===== config.mk =====
export PLATFORM = sky130hd
export DESIGN_NAME = load_store_unit
export DESIGN_NICKNAME = d
export VERILOG_FILES = /design/src/rtl/load_store_unit_pkg.sv /design/src/rtl/load_store_unit_lane_align.sv /design/src/rtl/load_store_unit.sv
export SDC_FILE = /design/constraint.sdc
export NUM_CORES = 1
export LEC_CHECK = 0
export ABC_AREA = 1
export CELL_PAD_IN_SITES_DETAIL_PLACEMENT = 0
export CELL_PAD_IN_SITES_GLOBAL_PLACEMENT = 1
export CORE_MARGIN = 2
export CORE_UTILIZATION = 37
export CTS_CLUSTER_DIAMETER = 120
export DETAILED_ROUTE_END_ITERATION = 12
export PLACE_DENSITY = 0.94
export SLEW_MARGIN = 20
export SYNTH_ARGS = -nofsm -noshare
export SYNTH_HDL_FRONTEND = slang
export SYNTH_HIERARCHICAL = 1
export SYNTH_SLANG_ARGS = --single-unit

===== constraint.sdc =====
create_clock -name clock -period 3.5 [get_ports clock]
set_input_delay 0.7 -clock clock [delete_from_list [all_inputs] [get_ports clock]]
set_output_delay 0.7 -clock clock [all_outputs]
set_load 0.1 [all_outputs]

===== src/rtl/load_store_unit_pkg.sv =====
// Shared types and constants for the load/store unit and its data-memory port.
package load_store_unit_pkg;

  typedef logic [31:0] word;

  // Direction select carried on data_memory_interface_t.mem_en
  localparam logic MEM_READ_EN  = 1'b0;
  localparam logic MEM_WRITE_EN = 1'b1;

  typedef struct packed {
    logic mem_enable;
    logic mem_en;
    word  address;
    word  data_in;
  } data_memory_interface_t;

  // RV32I load/store funct3 encodings
  localparam logic [2:0] F3_B  = 3'b000;
  localparam logic [2:0] F3_H  = 3'b001;
  localparam logic [2:0] F3_W  = 3'b010;
  localparam logic [2:0] F3_BU = 3'b100;
  localparam logic [2:0] F3_HU = 3'b101;

  typedef enum logic [2:0] {
    StIdle,
    StLoad,
    StStore,
    StRmwRd,
    StRmwWr,
    StResp
  } lsu_state_t;

endpackage


===== src/rtl/load_store_unit_lane_align.sv =====
// Combinational byte/half lane handling: load extract + extend, store merge.
module lsu_lane_align
  import load_store_unit_pkg::*;
(
  input  logic [2:0]  i_funct3,
  input  logic [1:0]  i_lane,
  input  word         i_load_word,
  input  word         i_merge_word,
  input  logic [15:0] i_store_data,
  output word         o_load_data,
  output word         o_merged
);

  logic [7:0]  w_byte;
  logic [15:0] w_half;

  // Pick the addressed lane out of the read word and extend it to 32 bits
  always_comb begin
    w_byte = i_load_word[{i_lane, 3'b000} +: 8];
    w_half = i_load_word[{i_lane[1], 4'b0000} +: 16];
    case (i_funct3)
      F3_B:    o_load_data = {{24{w_byte[7]}}, w_byte};
      F3_BU:   o_load_data = {24'h000000, w_byte};
      F3_H:    o_load_data = {{16{w_half[15]}}, w_half};
      F3_HU:   o_load_data = {16'h0000, w_half};
      default: o_load_data = i_load_word;
    endcase
  end

  // Replace only the addressed byte/half of the previously read word
  always_comb begin
    o_merged = i_merge_word;
    case (i_funct3)
      F3_B:    o_merged[{i_lane, 3'b000} +: 8] = i_store_data[7:0];
      F3_H:    o_merged[{i_lane[1], 4'b0000} +: 16] = i_store_data;
      default: o_merged = i_merge_word;
    endcase
  end

endmodule


===== src/rtl/load_store_unit.sv =====
// RV32I load/store unit: turns byte/half/word requests into word-only memory
// accesses, using read-modify-write for sub-word stores.
module load_store_unit
  import load_store_unit_pkg::*;
#(
  parameter int unsigned MEM_WORDS = 256
) (
  input  logic                   clock,
  input  logic                   reset,
  input  logic                   req_valid,
  output logic                   req_ready,
  input  logic                   req_write,
  input  logic [2:0]             req_funct3,
  input  word                    req_addr,
  input  word                    req_wdata,
  output data_memory_interface_t mem_sig,
  input  word                    mem_rdata,
  output logic                   resp_valid,
  output word                    resp_rdata,
  output logic                   resp_misaligned,
  output logic                   resp_fault
);

  localparam logic [32:0] ByteLimit = 33'(64'(MEM_WORDS) * 64'd4);

  lsu_state_t  r_state, w_next;
  logic        r_write;
  logic [2:0]  r_funct3;
  word         r_addr;
  word         r_wdata;
  word         r_merge;
  word         r_rdata;
  logic        r_mis;
  logic        r_fault;

  logic        w_accept;
  logic        w_req_mis;
  logic        w_req_fault;
  word         w_load_data;
  word         w_merged;
  word         w_word_addr;

  assign w_accept    = req_valid && req_ready;
  assign w_req_fault = ({1'b0, req_addr} >= ByteLimit);
  assign w_word_addr = {r_addr[31:2], 2'b00};

  // Alignment check; illegal funct3 (and unsigned stores) fold into misaligned
  always_comb begin
    case (req_funct3)
      F3_B:    w_req_mis = 1'b0;
      F3_H:    w_req_mis = req_addr[0];
      F3_W:    w_req_mis = |req_addr[1:0];
      F3_BU:   w_req_mis = req_write;
      F3_HU:   w_req_mis = req_write | req_addr[0];
      default: w_req_mis = 1'b1;
    endcase
  end

  lsu_lane_align u_lane_align (
    .i_funct3     (r_funct3),
    .i_lane       (r_addr[1:0]),
    .i_load_word  (mem_rdata),
    .i_merge_word (r_merge),
    .i_store_data (r_wdata[15:0]),
    .o_load_data  (w_load_data),
    .o_merged     (w_merged)
  );

  // Next state, handshake and memory-port drive
  always_comb begin
    w_next    = r_state;
    req_ready = 1'b0;
    mem_sig   = '0;
    case (r_state)
      StIdle: begin
        req_ready = 1'b1;
        if (req_valid) begin
          if (w_req_mis || w_req_fault) begin
            w_next = StResp;
          end else if (req_write) begin
            w_next = (req_funct3 == F3_W) ? StStore : StRmwRd;
          end else begin
            w_next = StLoad;
          end
        end
      end
      StLoad, StRmwRd: begin
        mem_sig.mem_enable = 1'b1;
        mem_sig.mem_en     = MEM_READ_EN;
        mem_sig.address    = w_word_addr;
        w_next             = (r_state == StLoad) ? StResp : StRmwWr;
      end
      StStore: begin
        mem_sig.mem_enable = 1'b1;
        mem_sig.mem_en     = MEM_WRITE_EN;
        mem_sig.address    = w_word_addr;
        mem_sig.data_in    = r_wdata;
        w_next             = StResp;
      end
      StRmwWr: begin
        mem_sig.mem_enable = 1'b1;
        mem_sig.mem_en     = MEM_WRITE_EN;
        mem_sig.address    = w_word_addr;
        mem_sig.data_in    = w_merged;
        w_next             = StResp;
      end
      StResp:  w_next = StIdle;
      default: w_next = StIdle;
    endcase
    // A reset arriving mid-sequence must not let a pending write land
    if (reset) begin
      mem_sig = '0;
    end
  end

  // State register plus request/response capture
  always_ff @(posedge clock) begin
    if (reset) begin
      r_state  <= StIdle;
      r_write  <= 1'b0;
      r_funct3 <= 3'b000;
      r_addr   <= '0;
      r_wdata  <= '0;
      r_merge  <= '0;
      r_rdata  <= '0;
      r_mis    <= 1'b0;
      r_fault  <= 1'b0;
    end else begin
      r_state <= w_next;
      if (w_accept) begin
        r_write  <= req_write;
        r_funct3 <= req_funct3;
        r_addr   <= req_addr;
        r_wdata  <= req_wdata;
        r_mis    <= w_req_mis;
        r_fault  <= w_req_fault;
        r_rdata  <= '0;
      end
      if (r_state == StLoad) begin
        r_rdata <= w_load_data;
      end
      if (r_state == StRmwRd) begin
        r_merge <= mem_rdata;
      end
    end
  end

  // Response fields are forced to zero outside the single RESP cycle
  always_comb begin
    resp_valid      = (r_state == StResp);
    resp_misaligned = resp_valid & r_mis;
    resp_fault      = resp_valid & r_fault;
    resp_rdata      = (resp_valid && !r_write && !r_mis && !r_fault) ? r_rdata : '0;
  end

endmodule


==> results of run 1 <==
[critical path: cells and delay by family (launching register included)]
kind	cells	cell delay (ns)
buffers and inverters	3	0.66
flip-flops	1	0.46
AO/OA/AOI/OAI	1	0.23
AND/OR/NAND/NOR	6	0.86
[final cells by class]
type,count,area share (%)
Sequential cell,137,22.0
Timing Repair Buffer,226,25.8
Multi-Input combinational cell,1035,39.6
Clock inverter,15,1.75
Inverter,140,4.28
Tap cell,313,3.15
Clock buffer,17,3.42
[report_power, final]
part | switching, µW | total, µW | internal, µW
clock | 757 | 1970 | 1210
sequential | 156 | 1970 | 1810
combinational | 2150 | 3080 | 927
[sequential cells by signal (all words and copies together) (netlist names)]
| name | count |
|---|---|
| r_addr | 32 |
| r_fault | 1 |
| r_funct3 | 3 |
| r_merge | 32 |
| r_mis | 1 |
| r_rdata | 32 |
| r_state | 3 |
| r_wdata | 32 |
| r_write | 1 |
[routing by layer]
metal / routed length [µm] / GRT usage, % / vias up
met5: 0 / 0 / -
met4: 582 / 6.73 / 0
met3: 2240 / 3.94 / 38
met2: 14800 / 41.5 / 439
met1: 13700 / 34.1 / 4580
li1: - / - / 4916
[final timing paths]
path                                                from                       to
worst max register to register   r_state[0]$_SDFFE_PP0P_  r_merge[2]$_SDFFE_PP0P_
worst min-delay path             r_addr[16]$_SDFFE_PP0P_  r_addr[16]$_SDFFE_PP0P_
worst max-delay path            r_funct3[1]$_SDFFE_PP0P_              mem_sig[26]
worst min register to register   r_addr[16]$_SDFFE_PP0P_  r_addr[16]$_SDFFE_PP0P_
[synthesized netlist by cell type (all sizes together)]
| master | n |
|---|---|
| or2 | 9 |
| o211ai | 9 |
| buf | 66 |
| dfxtp | 137 |
| a41oi | 1 |
| and2 | 1 |
| nand2 | 273 |
| o31ai | 1 |
| conb | 1 |
| a21boi | 1 |
| clkinv | 2 |
| o21ai | 93 |
| nand3 | 221 |
| nand3b | 1 |
| nor2 | 212 |
| clkbuf | 49 |
| a21oi | 159 |
| ha | 5 |
| nor3 | 2 |
| inv | 138 |
| nand4 | 45 |
[metrics by stage]
stage / hold WS (ns) / power (µW) / worst slack [ns] / TNS [ns]
5_1_grt: 0.475 / 7390 / 0.00518 / 0
6_report: 0.455 / 7010 / 0.154 / 0
2_1_floorplan: 0.429 / 4190 / -0.327 / -10.05
3_5_place_dp: 0.446 / 5020 / 0.586 / 0
3_3_place_gp: 0.441 / 4990 / 0.636 / 0
4_1_cts: 0.456 / 6990 / 0.113 / 0
[cells in the final DEF, fill, tap and decap left out, types with 44 or more instances in the layout]
cell,count
clkdlybuf4s50_1,101
nand3_1,221
dfxtp_1,136
a21oi_1,127
buf_12,101
o21ai_0,82
nand4_1,44
nor2_1,206
nand2_1,268
inv_1,124
[what timing repair did]
action / CTS / global route
gates resized for setup: 0 / 8
endpoints found under the setup margin: 0 / 25
hold buffers: 0 / 0
[logic make-up after synthesis]
family | share of synthesized area, %
adders and majority gates | 0.723
other | 0.0433
and+or+nand+nor | 38.9
DFF | 31.7
AOI/OAI and AO/OA | 15.6
buffers and inverters | 13.0
==> out/qor.txt, run 1 <==
outcome: finished, final reports clean
FF-to-FF path depth: 8
Placed Area: 11800 µm²
Mean Syn Cell Area: 6.07 µm²
Hold Path Class: flip-flop to flip-flop
crit share post-route: 95.6%
clock sinks: 137
area of the multi-input gates: 4920 µm²
Layout Nets: 1665
Power per Cell Area: 563 nW/µm²
Wirelength per Cell: 16.6 µm
# DRC: 0
H-tree Lvls: 4
FF+latch area: 2740 µm²
CP required: 2.80 ns
Post-DRT Antenna Nets: 0
vias in the first global route: 9037
CP Class: flip-flop to output pin
Finished Layout Cells: 1883
GP Congestion: 0.934
Hold Vio Cnt, Final: 0
grt total ovfl: 0
Synth top area share: 31.7%
GRT Util Overall: 25.1%
critical path launch point type: flip-flop
synth-to-layout area growth: 43.9%
fillers: 2213
final setup fails: 0
Synth Instances: 1426
worst skew pair latency: 0.42 ns
port buffer count: 202
cts bufs inserted: 17
Final Max Slew Viols: 0
clk_skew: 0.00864 ns
Die Ht: 157 µm
initial DRC count: 1001
die area: 24600 µm²
initial core utilization: 38.0%
element type at the critical path end: output pin
vias: 9973
Max Cap Viol: 0
synthesis-stage register bit count: 137
IO Pins: 205
Setup Fix Bufs, Post-CTS: 0
first-pass GRT wire length: 49100 µm
CP Cell Sequence: nor2_2 -> nand2_2 -> buf_4 -> nand3_1 -> nand2_1 -> clkinv_1 -> nand2_1 -> nand3_1 -> a21oi_2 -> buf_12
DP Cell Count: 1851
Die X: 157 µm
routed wire length: 31200 µm
Longest Clk Path Bufs: 2
Synth area leader: dfxtp_1
Leak: 0.00474 µW
CP arrival: 2.65 ns
Worst Tran Pin Value: 0.699 ns
Fmax: 299 MHz
r2r setup slk: 0.76 ns
Vias/cell: 5.30
Hold Path Depth: 2
row count: 55
Final min period: 3.35 ns
1st-pass router iterations: 6
Core ar.: 22800 µm²
Root Buffer: clkbuf_16
Synth Cell Area: 8650 µm²
initial antenna violation count: 0
Clk pin slew, worst setup/hold paths: 0.06 ns
VDD IR max: 0.409 mV
share of layout cells above drive strength 1: 14.7%
CTS tree: done
RSZ-0062 raised after global routing: no
Crit-path slowest cell: dfxtp_1
largest net degree at the start of global routing: 131
YS warnings: 6
design area: 12400 µm²
Max stage delay on crit path: 0.46 ns
Netlist cell types: 32
Final HPWL DP: 22300 µm
diodes inserted: 0
synth top area cells: dfxtp_1 32%, nand3_1 13%, nand2_1 12%, a21oi_1 9.2%, nor2_1 8.9%
Worst slew margin: 53.3%
critical path fanouts, max: 31
fin util: 54.7%
sequential fraction of the synthesis area: 31.7%
Power figures use the tool's default switching activity.
==> run 2, diff against run 1 <==
--- a/config.mk
+++ b/config.mk
@@ -10,10 +10,8 @@
 export CELL_PAD_IN_SITES_GLOBAL_PLACEMENT = 1
 export CORE_MARGIN = 2
 export CORE_UTILIZATION = 37
-export CTS_CLUSTER_DIAMETER = 120
 export DETAILED_ROUTE_END_ITERATION = 12
 export PLACE_DENSITY = 0.94
-export SLEW_MARGIN = 20
 export SYNTH_ARGS = -nofsm -noshare
 export SYNTH_HDL_FRONTEND = slang
 export SYNTH_HIERARCHICAL = 1
==> results of run 2 <==
Final layout, timing and power as in run 1 (identical DEF).
==> run 3, diff against run 2 <==
--- a/config.mk
+++ b/config.mk
@@ -12,6 +12,7 @@
 export CORE_UTILIZATION = 37
 export DETAILED_ROUTE_END_ITERATION = 12
 export PLACE_DENSITY = 0.94
+export SKIP_LAST_GASP = 1
 export SYNTH_ARGS = -nofsm -noshare
 export SYNTH_HDL_FRONTEND = slang
 export SYNTH_HIERARCHICAL = 1
==> run 3 against run 2 <==
Via count up 0.28%; critical path depth is the same; hold slack is essentially flat; sequential share of layout area barely moved; largest cell class unchanged; highest routed layer unchanged.
==> out/qor.txt, run 3 (synthesis results as in run 1) <==
clock sinks: 137 (unchanged)
IO Pins: 205 (unchanged)
Longest Clk Path Bufs: 2 (unchanged)
r2r setup slk: 0.76 ns (about the same)
hold slack final: 0.455 ns (-0.0000410 ns)
worst skew pair latency: 0.42 ns (about the same)
die area: 24600 µm² (unchanged)
Power per Cell Area: 564 nW/µm² (about the same)
Wirelength per Cell: 16.6 µm (about the same)
1st-pass router iterations: 6 (unchanged)
Final HPWL DP: 22300 µm (unchanged)
Worst slew margin: 53.1% (-0.20 points)
most common cell after layout, fill and taps aside: nand2_1
row count: 55 (unchanged)
initial DRC count: 999 (-0.20%)
Fmax: 298 MHz (-0.26%)
CP arrival: 2.66 ns (about the same)
routed wire length: 31200 µm (about the same)
Hold Vio Cnt, Final: 0 (unchanged)
Final min period: 3.36 ns (+0.00868 ns)
CP required: 2.80 ns (about the same)
Max Cap Viol: 0 (unchanged)
vias: 10000 (+0.28%)
cts bufs inserted: 17 (unchanged)
Core ar.: 22800 µm² (unchanged)
port buffer count: 202 (unchanged)
synth-to-layout area growth: 43.9% (about the same)
Die Ht: 157 µm (unchanged)
crit share post-route: 95.9% (+0.25 points)
Layout Nets: 1665 (unchanged)
Hold Path Class: flip-flop to flip-flop
Vias/cell: 5.31 (+0.28%)
first-pass GRT wire length: 49100 µm (unchanged)
grt total ovfl: 0 (unchanged)
element type at the critical path end: output pin
Hold Buf Count CTS: 0 (unchanged)
Post-DRT Antenna Nets: 0 (unchanged)
GRT Util Overall: 25.1% (unchanged)
initial core utilization: 38.0% (unchanged)
Setup Fix Bufs, Post-CTS: 0 (unchanged)
Final Max Slew Viols: 0 (unchanged)
GP Congestion: 0.934 (unchanged)
most frequent cells in the layout: 268 x nand2_1, 221 x nand3_1, 206 x nor2_1, 136 x dfxtp_1, 127 x a21oi_1
FF+latch area: 2740 µm² (unchanged)
total power: 7020 µW (about the same)
clk_skew: 0.00871 ns (+0.0000649 ns)
Die X: 157 µm (unchanged)
fillers: 2213 (unchanged)
# DRC: 0 (unchanged)
final setup fails: 0 (unchanged)
share of layout cells above drive strength 1: 14.6% (-0.064 points)
initial antenna violation count: 0 (unchanged)
diodes inserted: 0 (unchanged)
Root Buffer: clkbuf_16
critical path launch point type: flip-flop
Worst Tran Pin Value: 0.702 ns (+0.00302 ns)
vias in the first global route: 9037 (unchanged)
RSZ-0062 raised after global routing: yes
setup TNS: 0 ns (unchanged)
outcome: finished, final reports clean
H-tree Lvls: 4 (unchanged)
area of the multi-input gates: 4920 µm² (about the same)
Clk pin slew, worst setup/hold paths: 0.06 ns (about the same)
largest net degree at the start of global routing: 131 (unchanged)
Leak: 0.00474 µW (about the same)
critical path fanouts, max: 31 (unchanged)
CTS tree: done
CP Class: flip-flop to output pin
VDD IR max: 0.409 mV (about the same)
==> run 3: cell types whose count changed in the layout (fill, tap and decap cells not counted) <==
cell,change
ha_2,-1
ha_1,+1
==> run 3: timing repair <==
item,CTS,global route
endpoints found under the hold margin,0,0
gates resized for setup,0,7
setup endpoints to repair,0,25
==> run 3: power by group <==
group          switching [µW]  total (µW)  leakage (µW)  internal [µW]
registers                 157        1970       0.00112           1810
logic                    2150        3080       0.00331            926
clock network             757        1970      0.000304           1210
==> run 3: routing by layer <==
| layer | part of all wire (%) | wire [µm] | vias up | GRT usage, % |
|---|---|---|---|---|
| li1 | - | - | 4916 | - |
| met1 | 44 | 13700 | 4605 | 34.1 |
| met2 | 47 | 14600 | 430 | 41.5 |
| met3 | 7.0 | 2190 | 50 | 3.94 |
| met4 | 2.1 | 669 | 0 | 6.73 |
| met5 | 0 | 0 | - | 0 |
==> run 3: cell type report <==
class                           instances  share of cell area [%]
Clock buffer                           17                    3.42
Timing Repair Buffer                  226                    25.8
Sequential cell                       137                    22.0
Tap cell                              313                    3.15
Multi-Input combinational cell       1035                    39.5
Inverter                              140                    4.28
Clock inverter                         15                    1.75
==> run 3: path summary, 6_finish.rpt <==
check / startpoint / end / depth (start not counted)
max reg2reg: r_state[0]$_SDFFE_PP0P_ / r_merge[24]$_SDFFE_PP0P_ / 8
min: r_addr[16]$_SDFFE_PP0P_ / r_addr[16]$_SDFFE_PP0P_ / 2
min reg2reg: r_addr[16]$_SDFFE_PP0P_ / r_addr[16]$_SDFFE_PP0P_ / 2
max: r_funct3[1]$_SDFFE_PP0P_ / mem_sig[26] / 10
==> run 3: critical path, cell delays in order, from the launching register on <==
cell      delay (ns)
dfxtp_1         0.46
nor2_2          0.13
nand2_2         0.33
buf_4           0.38
nand3_1         0.12
nand2_1         0.11
clkinv_1        0.07
nand2_1         0.07
nand3_1         0.13
a21oi_2         0.23
buf_12          0.20
==> run 3: stage by stage <==
stage / util, % / cell area, µm² / instances / worst slack (ns)
2_1_floorplan: - / 8770 / 1427 / -0.327
3_3_place_gp: 51.7 / 11800 / 1851 / 0.636
3_5_place_dp: 51.7 / 11800 / 1851 / 0.586
4_1_cts: 54.6 / 12400 / 1883 / 0.113
5_1_grt: 54.6 / 12400 / 1883 / -0.0564
6_report: 54.6 / 12400 / 1883 / 0.145
